File: config.mk
export PLATFORM = sky130hd
export DESIGN_NAME = msx_slot_bus_master_flat
export DESIGN_NICKNAME = d
export VERILOG_FILES = /design/src/rtl/msx_slot_bus_master_if.sv /design/src/rtl/msx_slot_bus_master.sv /design/src/flat_wrapper.sv
export SDC_FILE = /design/constraint.sdc
export NUM_CORES = 1
export LEC_CHECK = 0
export ABC_AREA = 1
export BUFFER_PORTS_ARGS = -buffer_cell sky130_fd_sc_hd__buf_2
export CORE_UTILIZATION = 51
export DETAILED_ROUTE_END_ITERATION = 6
export GPL_TIMING_DRIVEN = 0
export PLACE_DENSITY = 0.84
export SYNTH_ARGS = -nofsm -noshare
export SYNTH_HDL_FRONTEND = slang
export SYNTH_SLANG_ARGS = --single-unit
File: constraint.sdc
create_clock -name i_EMUCLK -period 3.57 [get_ports i_EMUCLK]
set_input_delay 0.714 -clock i_EMUCLK [delete_from_list [all_inputs] [get_ports i_EMUCLK]]
set_output_delay 0.714 -clock i_EMUCLK [all_outputs]
set_load 0.1 [all_outputs]
File: src/rtl/msx_slot_bus_master_if.sv
// Host request port and MSX cartridge slot bus signals of msx_slot_bus_master.
// The master modport is the initiator view; slave is the host/responder view.
interface msx_slot_bus_master_if;
  logic        i_REQ;
  logic        i_WE;
  logic [15:0] i_ADDR;
  logic [7:0]  i_WDATA;
  logic        o_ACK;
  logic        o_BUSY;
  logic [7:0]  o_RDATA;
  logic        o_RVALID;
  logic        o_CS_n;
  logic        o_RD_n;
  logic        o_WR_n;
  logic [15:0] o_AB;
  logic [7:0]  o_DB;
  logic        o_DB_OE;
  logic [7:0]  i_DB;
  logic        i_WAIT_n;

  modport master (
    input  i_REQ, i_WE, i_ADDR, i_WDATA, i_DB, i_WAIT_n,
    output o_ACK, o_BUSY, o_RDATA, o_RVALID, o_CS_n, o_RD_n, o_WR_n,
           o_AB, o_DB, o_DB_OE
  );

  modport slave (
    output i_REQ, i_WE, i_ADDR, i_WDATA, i_DB, i_WAIT_n,
    input  o_ACK, o_BUSY, o_RDATA, o_RVALID, o_CS_n, o_RD_n, o_WR_n,
           o_AB, o_DB, o_DB_OE
  );
endinterface

File: src/rtl/msx_slot_bus_master.sv
// MSX slot bus initiator: single host requests become /CS-/RD-/WR memory cycles timed in phiM ticks.
// Slot /WAIT support (TW state) is built only when MSX_SLOT_BUS_MASTER_WAIT_EN is defined.
module msx_slot_bus_master #(
  parameter int unsigned RECOVERY_TICKS = 1,
  parameter int unsigned WR_DELAY_TICKS = 1
) (
  input  logic                  i_EMUCLK,
  input  logic                  i_RST_n,
  input  logic                  i_MCLK_PCEN_n,
  msx_slot_bus_master_if.master bus
);

  typedef enum logic [2:0] {
    ST_IDLE = 3'd0,
    ST_T1   = 3'd1,
    ST_T2   = 3'd2,
`ifdef MSX_SLOT_BUS_MASTER_WAIT_EN
    ST_TW   = 3'd3,
`endif
    ST_T3   = 3'd4,
    ST_REC  = 3'd5
  } state_e;

  localparam logic [1:0] REC_LAST = (RECOVERY_TICKS > 32'd0) ? 2'(RECOVERY_TICKS - 32'd1) : 2'd0;
  localparam logic       REC_SKIP = (RECOVERY_TICKS == 32'd0);
  localparam logic       WR_EARLY = (WR_DELAY_TICKS == 32'd1);

  state_e      state_q, state_d;
  logic [1:0]  rec_cnt_q, rec_cnt_d;
  logic        we_q, we_d;
  logic        cs_n_q, cs_n_d;
  logic        rd_n_q, rd_n_d;
  logic        wr_n_q, wr_n_d;
  logic [15:0] ab_q, ab_d;
  logic [7:0]  db_q, db_d;
  logic        db_oe_q, db_oe_d;
  logic        ack_q, ack_d;
  logic        busy_q, busy_d;
  logic [7:0]  rdata_q, rdata_d;
  logic        rvalid_q, rvalid_d;
  logic        tick_s;

  assign tick_s = ~i_MCLK_PCEN_n;

`ifdef MSX_SLOT_BUS_MASTER_WAIT_EN
  logic [1:0] wait_sync_q, wait_sync_d;
  logic       wait_ok_s;

  assign wait_sync_d = {wait_sync_q[0], bus.i_WAIT_n};
  assign wait_ok_s   = wait_sync_q[1];

  // /WAIT is asynchronous to EMUCLK; resets to "not waiting".
  always_ff @(posedge i_EMUCLK or negedge i_RST_n) begin
    if (!i_RST_n) begin
      wait_sync_q <= 2'b11;
    end else begin
      wait_sync_q <= wait_sync_d;
    end
  end
`else
  logic unused_wait_s;
  assign unused_wait_s = bus.i_WAIT_n;
`endif

  // State and recovery counter registers.
  always_ff @(posedge i_EMUCLK or negedge i_RST_n) begin
    if (!i_RST_n) begin
      state_q   <= ST_IDLE;
      rec_cnt_q <= 2'd0;
    end else begin
      state_q   <= state_d;
      rec_cnt_q <= rec_cnt_d;
    end
  end

  // Next-state logic; the FSM only moves on phiM enable ticks.
  always_comb begin
    state_d   = state_q;
    rec_cnt_d = rec_cnt_q;
    if (tick_s) begin
      case (state_q)
        ST_IDLE: begin
          if (bus.i_REQ) begin
            state_d = ST_T1;
          end else begin
            state_d = ST_IDLE;
          end
        end
        ST_T1: state_d = ST_T2;
        ST_T2: begin
`ifdef MSX_SLOT_BUS_MASTER_WAIT_EN
          state_d = wait_ok_s ? ST_T3 : ST_TW;
`else
          state_d = ST_T3;
`endif
        end
`ifdef MSX_SLOT_BUS_MASTER_WAIT_EN
        ST_TW: begin
          if (wait_ok_s) begin
            state_d = ST_T3;
          end else begin
            state_d = ST_TW;
          end
        end
`endif
        ST_T3: begin
          rec_cnt_d = 2'd0;
          state_d   = REC_SKIP ? ST_IDLE : ST_REC;
        end
        ST_REC: begin
          if (rec_cnt_q == REC_LAST) begin
            state_d = ST_IDLE;
          end else begin
            rec_cnt_d = rec_cnt_q + 2'd1;
          end
        end
        default: begin
          state_d   = ST_IDLE;
          rec_cnt_d = 2'd0;
        end
      endcase
    end else begin
      state_d = state_q;
    end
  end

  // Output logic: next values of every registered bus and host output.
  always_comb begin
    we_d     = we_q;
    cs_n_d   = cs_n_q;
    rd_n_d   = rd_n_q;
    wr_n_d   = wr_n_q;
    ab_d     = ab_q;
    db_d     = db_q;
    db_oe_d  = db_oe_q;
    busy_d   = busy_q;
    rdata_d  = rdata_q;
    ack_d    = 1'b0;
    rvalid_d = 1'b0;
    if (tick_s) begin
      case (state_q)
        ST_IDLE: begin
          if (bus.i_REQ) begin
            we_d    = bus.i_WE;
            ab_d    = bus.i_ADDR;
            cs_n_d  = 1'b0;
            rd_n_d  = bus.i_WE;
            ack_d   = 1'b1;
            busy_d  = 1'b1;
            db_oe_d = bus.i_WE;
            if (bus.i_WE) begin
              db_d = bus.i_WDATA;
            end else begin
              db_d = db_q;
            end
          end else begin
            // End of the write data hold tick when recovery is zero.
            db_oe_d = 1'b0;
          end
        end
        ST_T1: begin
          if (we_q && WR_EARLY) begin
            wr_n_d = 1'b0;
          end else begin
            wr_n_d = wr_n_q;
          end
        end
        ST_T2: begin
          if (we_q && !WR_EARLY) begin
            wr_n_d = 1'b0;
          end else begin
            wr_n_d = wr_n_q;
          end
        end
`ifdef MSX_SLOT_BUS_MASTER_WAIT_EN
        ST_TW: busy_d = busy_q;
`endif
        ST_T3: begin
          cs_n_d = 1'b1;
          rd_n_d = 1'b1;
          wr_n_d = 1'b1;
          if (!we_q) begin
            rdata_d  = bus.i_DB;
            rvalid_d = 1'b1;
          end else begin
            rdata_d = rdata_q;
          end
          if (REC_SKIP) begin
            busy_d = 1'b0;
          end else begin
            busy_d = busy_q;
          end
        end
        ST_REC: begin
          db_oe_d = 1'b0;
          if (rec_cnt_q == REC_LAST) begin
            busy_d = 1'b0;
          end else begin
            busy_d = busy_q;
          end
        end
        default: begin
          cs_n_d  = 1'b1;
          rd_n_d  = 1'b1;
          wr_n_d  = 1'b1;
          db_oe_d = 1'b0;
          busy_d  = 1'b0;
        end
      endcase
    end else begin
      ack_d = 1'b0;
    end
  end

  // Output registers; reset releases every strobe immediately.
  always_ff @(posedge i_EMUCLK or negedge i_RST_n) begin
    if (!i_RST_n) begin
      we_q     <= 1'b0;
      cs_n_q   <= 1'b1;
      rd_n_q   <= 1'b1;
      wr_n_q   <= 1'b1;
      ab_q     <= 16'h0000;
      db_q     <= 8'h00;
      db_oe_q  <= 1'b0;
      ack_q    <= 1'b0;
      busy_q   <= 1'b0;
      rdata_q  <= 8'h00;
      rvalid_q <= 1'b0;
    end else begin
      we_q     <= we_d;
      cs_n_q   <= cs_n_d;
      rd_n_q   <= rd_n_d;
      wr_n_q   <= wr_n_d;
      ab_q     <= ab_d;
      db_q     <= db_d;
      db_oe_q  <= db_oe_d;
      ack_q    <= ack_d;
      busy_q   <= busy_d;
      rdata_q  <= rdata_d;
      rvalid_q <= rvalid_d;
    end
  end

  assign bus.o_ACK    = ack_q;
  assign bus.o_BUSY   = busy_q;
  assign bus.o_RDATA  = rdata_q;
  assign bus.o_RVALID = rvalid_q;
  assign bus.o_CS_n   = cs_n_q;
  assign bus.o_RD_n   = rd_n_q;
  assign bus.o_WR_n   = wr_n_q;
  assign bus.o_AB     = ab_q;
  assign bus.o_DB     = db_q;
  assign bus.o_DB_OE  = db_oe_q;

endmodule

File: src/flat_wrapper.sv
// flat-port wrapper written by rule: the top's interface ports become plain ports
module msx_slot_bus_master_flat 
#(
  parameter int unsigned RECOVERY_TICKS = 1,
  parameter int unsigned WR_DELAY_TICKS = 1
)
  (i_EMUCLK, i_RST_n, i_MCLK_PCEN_n, bus_i_REQ, bus_i_WE, bus_i_ADDR, bus_i_WDATA, bus_i_DB, bus_i_WAIT_n, bus_o_ACK, bus_o_BUSY, bus_o_RDATA, bus_o_RVALID, bus_o_CS_n, bus_o_RD_n, bus_o_WR_n, bus_o_AB, bus_o_DB, bus_o_DB_OE);
  msx_slot_bus_master_if bus_i ();
  input  logic i_EMUCLK;
  input  logic i_RST_n;
  input  logic i_MCLK_PCEN_n;
  input wire logic [$bits(bus_i.i_REQ)-1:0] bus_i_REQ;
  input wire logic [$bits(bus_i.i_WE)-1:0] bus_i_WE;
  input wire logic [$bits(bus_i.i_ADDR)-1:0] bus_i_ADDR;
  input wire logic [$bits(bus_i.i_WDATA)-1:0] bus_i_WDATA;
  input wire logic [$bits(bus_i.i_DB)-1:0] bus_i_DB;
  input wire logic [$bits(bus_i.i_WAIT_n)-1:0] bus_i_WAIT_n;
  output wire logic [$bits(bus_i.o_ACK)-1:0] bus_o_ACK;
  output wire logic [$bits(bus_i.o_BUSY)-1:0] bus_o_BUSY;
  output wire logic [$bits(bus_i.o_RDATA)-1:0] bus_o_RDATA;
  output wire logic [$bits(bus_i.o_RVALID)-1:0] bus_o_RVALID;
  output wire logic [$bits(bus_i.o_CS_n)-1:0] bus_o_CS_n;
  output wire logic [$bits(bus_i.o_RD_n)-1:0] bus_o_RD_n;
  output wire logic [$bits(bus_i.o_WR_n)-1:0] bus_o_WR_n;
  output wire logic [$bits(bus_i.o_AB)-1:0] bus_o_AB;
  output wire logic [$bits(bus_i.o_DB)-1:0] bus_o_DB;
  output wire logic [$bits(bus_i.o_DB_OE)-1:0] bus_o_DB_OE;
  assign bus_i.i_REQ = bus_i_REQ;
  assign bus_i.i_WE = bus_i_WE;
  assign bus_i.i_ADDR = bus_i_ADDR;
  assign bus_i.i_WDATA = bus_i_WDATA;
  assign bus_i.i_DB = bus_i_DB;
  assign bus_i.i_WAIT_n = bus_i_WAIT_n;
  assign bus_o_ACK = bus_i.o_ACK;
  assign bus_o_BUSY = bus_i.o_BUSY;
  assign bus_o_RDATA = bus_i.o_RDATA;
  assign bus_o_RVALID = bus_i.o_RVALID;
  assign bus_o_CS_n = bus_i.o_CS_n;
  assign bus_o_RD_n = bus_i.o_RD_n;
  assign bus_o_WR_n = bus_i.o_WR_n;
  assign bus_o_AB = bus_i.o_AB;
  assign bus_o_DB = bus_i.o_DB;
  assign bus_o_DB_OE = bus_i.o_DB_OE;
  msx_slot_bus_master #(.RECOVERY_TICKS(RECOVERY_TICKS), .WR_DELAY_TICKS(WR_DELAY_TICKS)) u_core (.i_EMUCLK(i_EMUCLK), .i_RST_n(i_RST_n), .i_MCLK_PCEN_n(i_MCLK_PCEN_n), .bus(bus_i));
endmodule
==> results of run 1 <==
-- layer usage --
| layer | up-vias | track usage | wire, µm |
|---|---|---|---|
| li1 | 807 | - | - |
| met1 | 753 | 0.273 | 1630 |
| met2 | 58 | 0.384 | 1980 |
| met3 | 7 | 0.0725 | 235 |
| met4 | 0 | 0.0852 | 67 |
| met5 | - | 0 | 0 |
-- layout by cell type (no fill, tap or decap) --
cell       count
nand2_1      108
buf_2         76
dfrtp_1       42
inv_1         11
nand2_2        9
o21ai_0        7
inv_2          5
nor2_1         5
clkbuf_8       5
nand3_1        4
a21oi_1        3
dfstp_2        3
nand2_4        2
nor2_4         2
clkinv_4       2
buf_6          2
nand3_2        1
nand3_4        1
buf_12         1
nor2_8         1
o21bai_1       1
a31oi_1        1
ha_1           1
bufinv_16      1
clkbuf_1       1
-- flip-flops by register name, indices dropped and copies added, names as in the netlist --
register / cells
u_core.bus.o_AB: 16
u_core.bus.o_ACK: 1
u_core.bus.o_BUSY: 1
u_core.bus.o_CS_n: 1
u_core.bus.o_DB: 8
u_core.bus.o_DB_OE: 1
u_core.bus.o_RDATA: 8
u_core.bus.o_RD_n: 1
u_core.bus.o_RVALID: 1
u_core.bus.o_WR_n: 1
u_core.rec_cnt_q: 2
u_core.state_q: 3
u_core.we_q: 1
-- worst paths after layout --
check                                         startpoint                        endpoint  slack [ps]
max                        u_core.bus.o_RD_n$_DFFE_PN1P_                      bus_o_RD_n        1600
min reg2reg                u_core.bus.o_RD_n$_DFFE_PN1P_   u_core.bus.o_RD_n$_DFFE_PN1P_         460
min                        u_core.bus.o_RD_n$_DFFE_PN1P_   u_core.bus.o_RD_n$_DFFE_PN1P_         460
max in group asynchronous                        i_RST_n  u_core.bus.o_DB[3]$_DFFE_PN0P_        2420
min in group asynchronous                        i_RST_n  u_core.bus.o_AB[2]$_DFFE_PN0P_         560
max reg2reg                u_core.state_q[0]$_DFFE_PN0P_  u_core.bus.o_DB[5]$_DFFE_PN0P_        2270
-- final cells by class --
type	count	area share
buffer	4	0.0193
clock buffer	6	0.0295
clock inverter	2	0.0158
inverter	17	0.0280
multi-input combinational	146	0.272
sequential	45	0.459
tap	46	0.0234
timing repair buffer	75	0.153
-- logic make-up after synthesis --
family | after synthesis | synth area share
compound gates | 12 | 0.0333
fa+ha+maj | 1 | 0.00653
buf+inv | 21 | 0.0607
flops | 45 | 0.590
simple gates | 133 | 0.310
-- stage by stage --
stage | setup WS [ps] | cells | hold WS, ps | util | cell area [µm²]
2_1_floorplan | 1950 | 212 | 418 | - | 1920
3_3_place_gp | 1920 | 333 | 452 | 0.677 | 2350
3_5_place_dp | 1920 | 333 | 454 | 0.677 | 2350
4_1_cts | 1590 | 341 | 466 | 0.709 | 2460
5_1_grt | 1570 | 341 | 491 | 0.709 | 2460
6_report | 1600 | 341 | 464 | 0.709 | 2460
==> summary.txt, run 1 <==
Worst setup path
  • WP buf/inv: 1
  • CP Capture Type: output port
  • CP Launch Type: flop
  • CP max-delay cell: dfstp_2
  • Crit Path Class: reg2out
  • Crit-path cells: buf_2
  • Delay-heaviest family, CP: flip-flops
  • Critical path data required time: 2860 ps
  • Crit Path Max Fanout: 2
  • Cells on worst reg2reg path: 9
  • Critical path arrival: 1250 ps
  • Delay of the slowest critical-path stage: 530 ps
  • CP Depth: 1

Floorplan
  • Std-Cell Core Area: 3470 µm²
  • Initial Util: 0.552
  • Die Ht: 63.3 µm
  • Rows: 21
  • Die ar.: 4000 µm²
  • Ports: 77
  • Die width: 63.3 µm

Timing
  • Max-slew headroom: 0.364
  • Fin. Hold Viols: 0
  • Setup-failing EPs final: 0
  • Slew @ Worst Pin: 953 ps
  • Final period util: 0.551
  • Final slew viol count: 0
  • TNS Setup: 0 ps
  • Unrepaired setup endpoints after global routing: no
  • Skew final: 5.74 ps
  • Period minus WS final: 1970 ps
  • Max Clock Freq: 508 MHz

Routing
  • Drt pass-1 iters: 4
  • Final ANT Viol Nets: 0
  • Final wirelength: 3900 µm
  • Vias: 1625
  • Drt first-iter violations: 50
  • Via/cell ratio: 4.77
  • DRC: 0
  • DR WL/cell: 11.4 µm

Synth
  • YS warnings: 0
  • Synth area leaders: dfrtp_1 (55%), nand2_1 (21%), dfstp_2 (4.1%), nand2_2 (2.9%), inv_1 (2.2%)
  • Area leader, netlist: dfrtp_1
  • Share of the synthesized area in the top cell type: 0.549
  • Ys flop type: dfrtp_1
  • Cell area after synthesis: 1920 µm²
  • Syn Nets: 251
  • Top post-synthesis cells by count: nand2_1 (108), dfrtp_1 (42), inv_1 (11)
  • Register bit count reported by yosys: 45
  • Sequential-to-total area share from yosys stat: 0.590
  • Distinct cells, synth: 22
  • Cell count after synthesis: 212
  • Average cell area after synthesis: 9.04 µm²
  • Most common cell in the netlist: nand2_1
  • Async S/R FF share, synth: 1.00
  • Post-synth EDFFs: 0

GRT
  • Total track usage: 0.229
  • Gr ovfl total: 0
  • Vias in the first global route: 1621
  • First-pass GRT wire length: 6960 µm
  • Largest net degree at the start of global routing: 46
  • Initial antenna violation count: 0

Run status
  • Status: finished, final reports clean

Clock network
  • Buffer count from post-CTS setup fixing: 0
  • Root buf cell: clkbuf_8
  • TritonCTS Sinks: 45
  • Hold-fix buffers, CTS: 0
  • CTS Buffer Depth: 2
  • TritonCTS clock tree: done
  • Htree depth: 2
  • Post-CTS Resized: 0
  • CTS Buf Count: 5
  • Worst-path clk slew: 80 ps
  • Clock Latency Late Sink: 300 ps

Final layout
  • Area of the multi-input gates: 669 µm²
  • # fillers: 283
  • Final #Nets: 333
  • Ant. Diodes: 0
  • Layout cell share with drive strength beyond 1: 0.376
  • Area grow syn2layout: 28.4%
  • Register area: 1130 µm²

Placed design
  • Number of I/O port buffers: 75
  • Routability Congestion: 0.813
  • Placed wire-length estimate: 2890 µm

Worst hold path
  • HP Class: reg2reg
  • Hold Path Depth: 2

Run
  • Max-cap viol count: 0
Power of run 1 is left out: the tool's default activity adds up to more than one toggle a clock period on the data nets, which glitch-free logic cannot reach.
==> run 2, diff against run 1 <==
ABC_AREA = 0   (was 1)
CORE_UTILIZATION = 43   (was 51)
PLACE_DENSITY = 0.76   (was 0.84)
clock period = 1.6 ns   (was 3.57 ns; I/O delays follow)
==> run 2 against run 1 <==
  * Wire length decreased by 7.3%
  * Flip-flop and latch count unchanged
  * Sequential share of layout area decreased by 0.26 points
  * Non-clock buffer count increased by 7
  * Cell count decreased by 21%
  * Count of clock-buffer cells in the layout increased by 2
==> summary.txt, run 2 <==
Clock network
  • TritonCTS clock tree: done
  • Hold-fix buffers, CTS: 0
  • Worst-path clk slew: 80 ps
  • Root buf cell: clkbuf_8
  • Clock Latency Late Sink: 290 ps
  • TritonCTS Sinks: 45
  • CTS Buf Count: 5
  • Htree depth: 2
  • CTS Buffer Depth: 2

Synth
  • Compound-Gate Fraction of Synth Area: 0.0637
  • Largest family of logic cells by synthesized area: multiplexers
  • Area leader, netlist: dfrtp_1
  • Cell count after synthesis: 133
  • Sequential-to-total area share from yosys stat: 0.606
  • Synth Area in Simple Gates: 0.0825
  • Post-synth EDFFs: 0
  • Distinct cells, synth: 35
  • Share of the synthesized area in the top cell type: 0.563
  • Cell area after synthesis: 1870 µm²
  • Register bit count reported by yosys: 45
  • Most common cell in the netlist: dfrtp_1
  • Ys flop type: dfrtp_1
  • Area share of fa/ha/maj cells after synthesis: 0.00671
  • Synth area leaders: dfrtp_1 (56%), mux2_2 (20%), dfstp_2 (4.2%), inv_1 (1.6%), o21ai_0 (1.3%)
  • Async S/R FF share, synth: 1.00
  • Top post-synthesis cells by count: dfrtp_1 (42), mux2_2 (33), inv_1 (8)
  • Mux contribution to synthesized area: 0.205
  • Syn Nets: 172
  • YS warnings: 0
  • Average cell area after synthesis: 14.0 µm²
  • Xor/xnor cell area share of the yosys netlist: 0

GRT
  • Gr ovfl total: 0
  • Initial antenna violation count: 0
  • First-pass GRT wire length: 5800 µm
  • Total track usage: 0.175
  • Vias in the first global route: 1298
  • Largest net degree at the start of global routing: 46

Placed design
  • Routability Congestion: 0.775
  • Placed Cells: 258
  • Number of I/O port buffers: 75
  • Placed wire-length estimate: 2610 µm

Floorplan
  • Die Ht: 67.9 µm
  • Die ar.: 4610 µm²
  • Std-Cell Core Area: 4090 µm²
  • Initial Util: 0.457
  • Die width: 67.9 µm
  • Rows: 23
  • Ports: 77

Routing
  • Drt pass-1 iters: 4
  • Vias: 1327
  • Final wirelength: 3620 µm
  • Via/cell ratio: 4.90
  • Final ANT Viol Nets: 0
  • Drt first-iter violations: 61
  • DRC: 0
  • DR WL/cell: 13.3 µm

Timing
  • Unrepaired setup endpoints after global routing: yes
  • Final slew viol count: 0
  • Max-slew headroom: 0.359
  • Slew @ Worst Pin: 962 ps
  • Period minus WS final: 1580 ps
  • Max Clock Freq: 634 MHz
  • Setup-failing EPs final: 0
  • Skew final: 5.14 ps
  • Final period util: 0.986
  • Fin. Hold Viols: 0

Final layout
  • Area of the multi-input gates: 692 µm²
  • Non-Filler Instances: 271
  • Register area: 1130 µm²
  • Commonest non-fill, non-tap cells in the layout: buf_2 (75), dfrtp_1 (42), mux2_2 (30)
  • # fillers: 346
  • Area grow syn2layout: 32.6%
  • Final #Nets: 259
  • Layout cell share with drive strength beyond 1: 0.611
  • Largest register FFs: 16
  • Ant. Diodes: 0
  • Commonest non-fill, non-tap cell in the layout: buf_2

Run
  • Max-cap viol count: 0

Worst setup path
  • WP buf/inv: 1
  • Delay-heaviest family, CP: simple AND/OR/NAND/NOR gates
  • Delay of the slowest critical-path stage: 420 ps
  • CP Capture Type: flop
  • CP max-delay cell: dfrtp_1
  • Critical path data required time: 1770 ps
  • Crit-path cells: nor4b_4, and2_4, buf_6, mux2_2
  • Crit Path Class: reg2reg
  • CP Launch Type: flop
  • Critical path arrival: 1750 ps
  • Crit Path Max Fanout: 10

Run status
  • Status: finished, final reports clean

Worst hold path
  • HP Class: in2async
[run 2: changes by cell type after synthesis, moves of 3 or more]
cell	before	now
nand3_1	4	1
nand2_1	108	3
inv_1	11	8
mux2_2	0	33
nand2_2	9	0
inv_2	5	0
[run 2: timing repair]
item / 4_1_cts / 5_1_grt
setup buffers: 3 / 1
endpoints found under the setup margin: 24 / 28
cloned: 0 / 1
pin swaps: 2 / 3
gates resized for setup: 2 / 10
endpoints found under the hold margin: 0 / 0
[run 2: path summary, 6_finish.rpt]
path | startpoint | to | slack, ps | depth (start not counted)
max | u_core.state_q[0]$_DFFE_PN0P_ | u_core.bus.o_AB[5]$_DFFE_PN0P_ | 20 | 4
min | i_RST_n | u_core.bus.o_AB[12]$_DFFE_PN0P_ | 170 | 1
max reg2reg | u_core.state_q[0]$_DFFE_PN0P_ | u_core.bus.o_AB[5]$_DFFE_PN0P_ | 20 | 4
min reg2reg | u_core.bus.o_CS_n$_DFFE_PN1P_ | u_core.bus.o_CS_n$_DFFE_PN1P_ | 460 | 2
max in group asynchronous | i_RST_n | u_core.bus.o_AB[6]$_DFFE_PN0P_ | 820 | 1
min in group i_EMUCLK | bus_i_ADDR[15] | u_core.bus.o_AB[15]$_DFFE_PN0P_ | 260 | 2
[run 2: stage by stage]
step	area, µm²	hold WS [ps]	util	setup WS [ps]	setup TNS [ps]
after global placement	2300	452	0.564	-71.7	-1500
after CTS	2430	208	0.594	1.62	0
after floorplan	1870	24.4	-	69.1	0
after detailed placement	2300	451	0.564	-80.5	-1580
final	2470	175	0.605	22.8	0
after global routing	2470	241	0.605	-36.6	-358
[run 2: cells by family after synthesis]
group,count (synthesis)
flops,45
mux,34
simple gates,21
compound gates,18
buf+inv,14
fa+ha+maj,1
[run 2: cell type report]
type / count / share of cell area
plain buffers: 6 / 0.0202
clock buffers: 8 / 0.0364
inverters: 8 / 0.0121
multi-input cells: 74 / 0.280
flip-flops and latches: 45 / 0.457
well taps: 50 / 0.0253
repair buffers: 80 / 0.169
[run 2: layer usage]
metal,track usage,routed length (µm),vias to the layer above
met3,0.0533,199,4
met1,0.214,1550,647
met4,0.0781,40,0
met2,0.283,1830,36
li1,-,-,640
met5,0,0,-
Power of run 2 is left out for the same reason.
==> run 3, diff against run 2 <==
clock period = 1.27 ns   (was 1.6 ns; I/O delays follow)
==> run 3 against run 2 <==
  * The run now ends with negative setup slack left
  * Flip-flop and latch count unchanged
  * Cell count rose by 4.8%
  * Sequential share of layout area fell by 7.4 points
  * Worst hold slack got worse by 55 ps
  * Cell area up 19%
  * Fmax is 2.1% lower
  * Global-route usage is 3.7 points higher
  * First-iteration DRC count is 26% lower
  * Core utilization grew 12 points
  * Worst setup slack worse by 360 ps
  * Count of clock-buffer cells in the layout shrank 1
  * Critical path depth did not move
==> summary.txt, run 3 (synthesized netlist as in run 2, its figures left out) <==
Clock network
  • Hold-fix buffers, CTS: 0
  • CTS Buf Count: 5
  • Root buf cell: clkbuf_8
  • Htree depth: 2
  • TritonCTS Sinks: 45
  • Worst-path clk slew: 80 ps
  • TritonCTS clock tree: done
  • CTS Buffer Depth: 2
  • Clock Latency Late Sink: 300 ps

Routing
  • Drt first-iter violations: 45
  • DR WL/cell: 17.5 µm
  • Drt pass-1 iters: 4
  • Vias: 1481
  • Final wirelength: 4970 µm
  • Final ANT Viol Nets: 0
  • Via/cell ratio: 5.21
  • DRC: 0

Floorplan
  • Die ar.: 4610 µm²
  • Std-Cell Core Area: 4090 µm²
  • Die Ht: 67.9 µm
  • Ports: 77
  • Initial Util: 0.457
  • Die width: 67.9 µm
  • Rows: 23

Run status
  • Status: finished with violations
  • Failing checks: negative setup slack

Worst setup path
  • CP Launch Type: flop
  • Critical Path Start: u_core.state_q[1]$_DFFE_PN0P_
  • Crit Path Class: reg2reg
  • Delay of the slowest critical-path stage: 450 ps
  • CP Capture Type: flop
  • Critical path arrival: 1800 ps
  • R2r startpoint: u_core.state_q[1]$_DFFE_PN0P_
  • R2R Setup Slk: -340 ps
  • Crit Path Max Fanout: 4
  • Critical path data required time: 1450 ps
  • CP max-delay cell: dfrtp_1
  • Crit-path cells: nand2b_4, nor4_4, buf_4, mux2_4

Placed design
  • Pre-CTS WS: -392 ps
  • Number of I/O port buffers: 75
  • Placed Area: 2340 µm²
  • Placed wire-length estimate: 2670 µm
  • Routability Congestion: 0.770

Worst hold path
  • HP Class: in2async

Timing
  • Fin. Hold Viols: 0
  • Max-slew headroom: 0.337
  • Unrepaired setup endpoints after global routing: yes
  • Skew final: 6.98 ps
  • Max Clock Freq: 621 MHz
  • Final setup margin: -341 ps
  • Final period util: 1.27
  • Final slew viol count: 0
  • Slew @ Worst Pin: 994 ps
  • Period minus WS final: 1610 ps
  • Setup-failing EPs final: 47

GRT
  • Gr ovfl total: 0
  • Total track usage: 0.212
  • Largest net degree at the start of global routing: 46
  • Vias in the first global route: 1412
  • Initial antenna violation count: 0
  • First-pass GRT wire length: 6980 µm

Final layout
  • Area grow syn2layout: 58.4%
  • Commonest non-fill, non-tap cells in the layout: buf_4 (46), dfrtp_1 (40), buf_2 (36)
  • Largest register FFs: 16
  • # fillers: 263
  • Ant. Diodes: 0
  • Final #Nets: 272
  • Commonest non-fill, non-tap cell in the layout: buf_4
  • Layout cell share with drive strength beyond 1: 0.701
  • Post-route cell area: 2960 µm²

Run
  • Max-cap viol count: 0
[run 3: cell types whose count changed in the layout (fill, tap and decap cells not counted), sizes merged]
cell,previous run,this run
buf,83,97
bufinv,0,1
clkbuf,11,8
nand3,2,3
[run 3: final timing paths]
path	cells past startpoint	to
max	4	u_core.bus.o_RDATA[6]$_DFFE_PN0P_
min in group i_EMUCLK	2	u_core.bus.o_AB[9]$_DFFE_PN0P_
min reg2reg	2	u_core.bus.o_CS_n$_DFFE_PN1P_
min	1	u_core.bus.o_DB[1]$_DFFE_PN0P_
max reg2reg	4	u_core.bus.o_RDATA[6]$_DFFE_PN0P_
max in group asynchronous	1	u_core.state_q[2]$_DFFE_PN0P_
[run 3: timing repair]
action                                  4_1_cts  5_1_grt
gates cloned                                  3        0
buffers inserted                              9        9
endpoints found under the setup margin       81       47
gates resized for setup                      84       25
pin swaps                                     6        8
[run 3: worst max-delay path, delay by kind of cell, from the launching register on]
family                 cells  cell delay [ps]
buffers and inverters      1              220
DFF                        1              450
muxes                      1              310
and+or+nand+nor            2              520
[run 3: per-layer routing]
metal  part of all wire  track usage
met1               0.44        0.292
met2               0.50        0.319
met4              0.017       0.0859
met3              0.037       0.0533
met5                  0            0
[run 3: area by class of cell]
type	instances	area (µm²)	share of cell area
Timing Repair Buffer	93	692	0.234
Inverter	8	30.0	0.0102
Multi-Input combinational cell	75	858	0.290
Sequential cell	45	1130	0.383
Clock buffer	7	86.3	0.0292
Tap cell	50	62.6	0.0212
Buffer	5	63.8	0.0216
Clock inverter	1	30.0	0.0102
[run 3: stage by stage]
stage / instances / setup TNS (ps) / utilization / hold WS, ps
after floorplan: 133 / -6220 / - / -41.6
after global placement: 258 / -10830 / 0.573 / 448
after detailed placement: 258 / -11670 / 0.573 / 458
after CTS: 278 / -8120 / 0.695 / 154
after global routing: 284 / -12230 / 0.723 / 172
final: 284 / -9550 / 0.723 / 120
Power of run 3 is left out for the same reason.
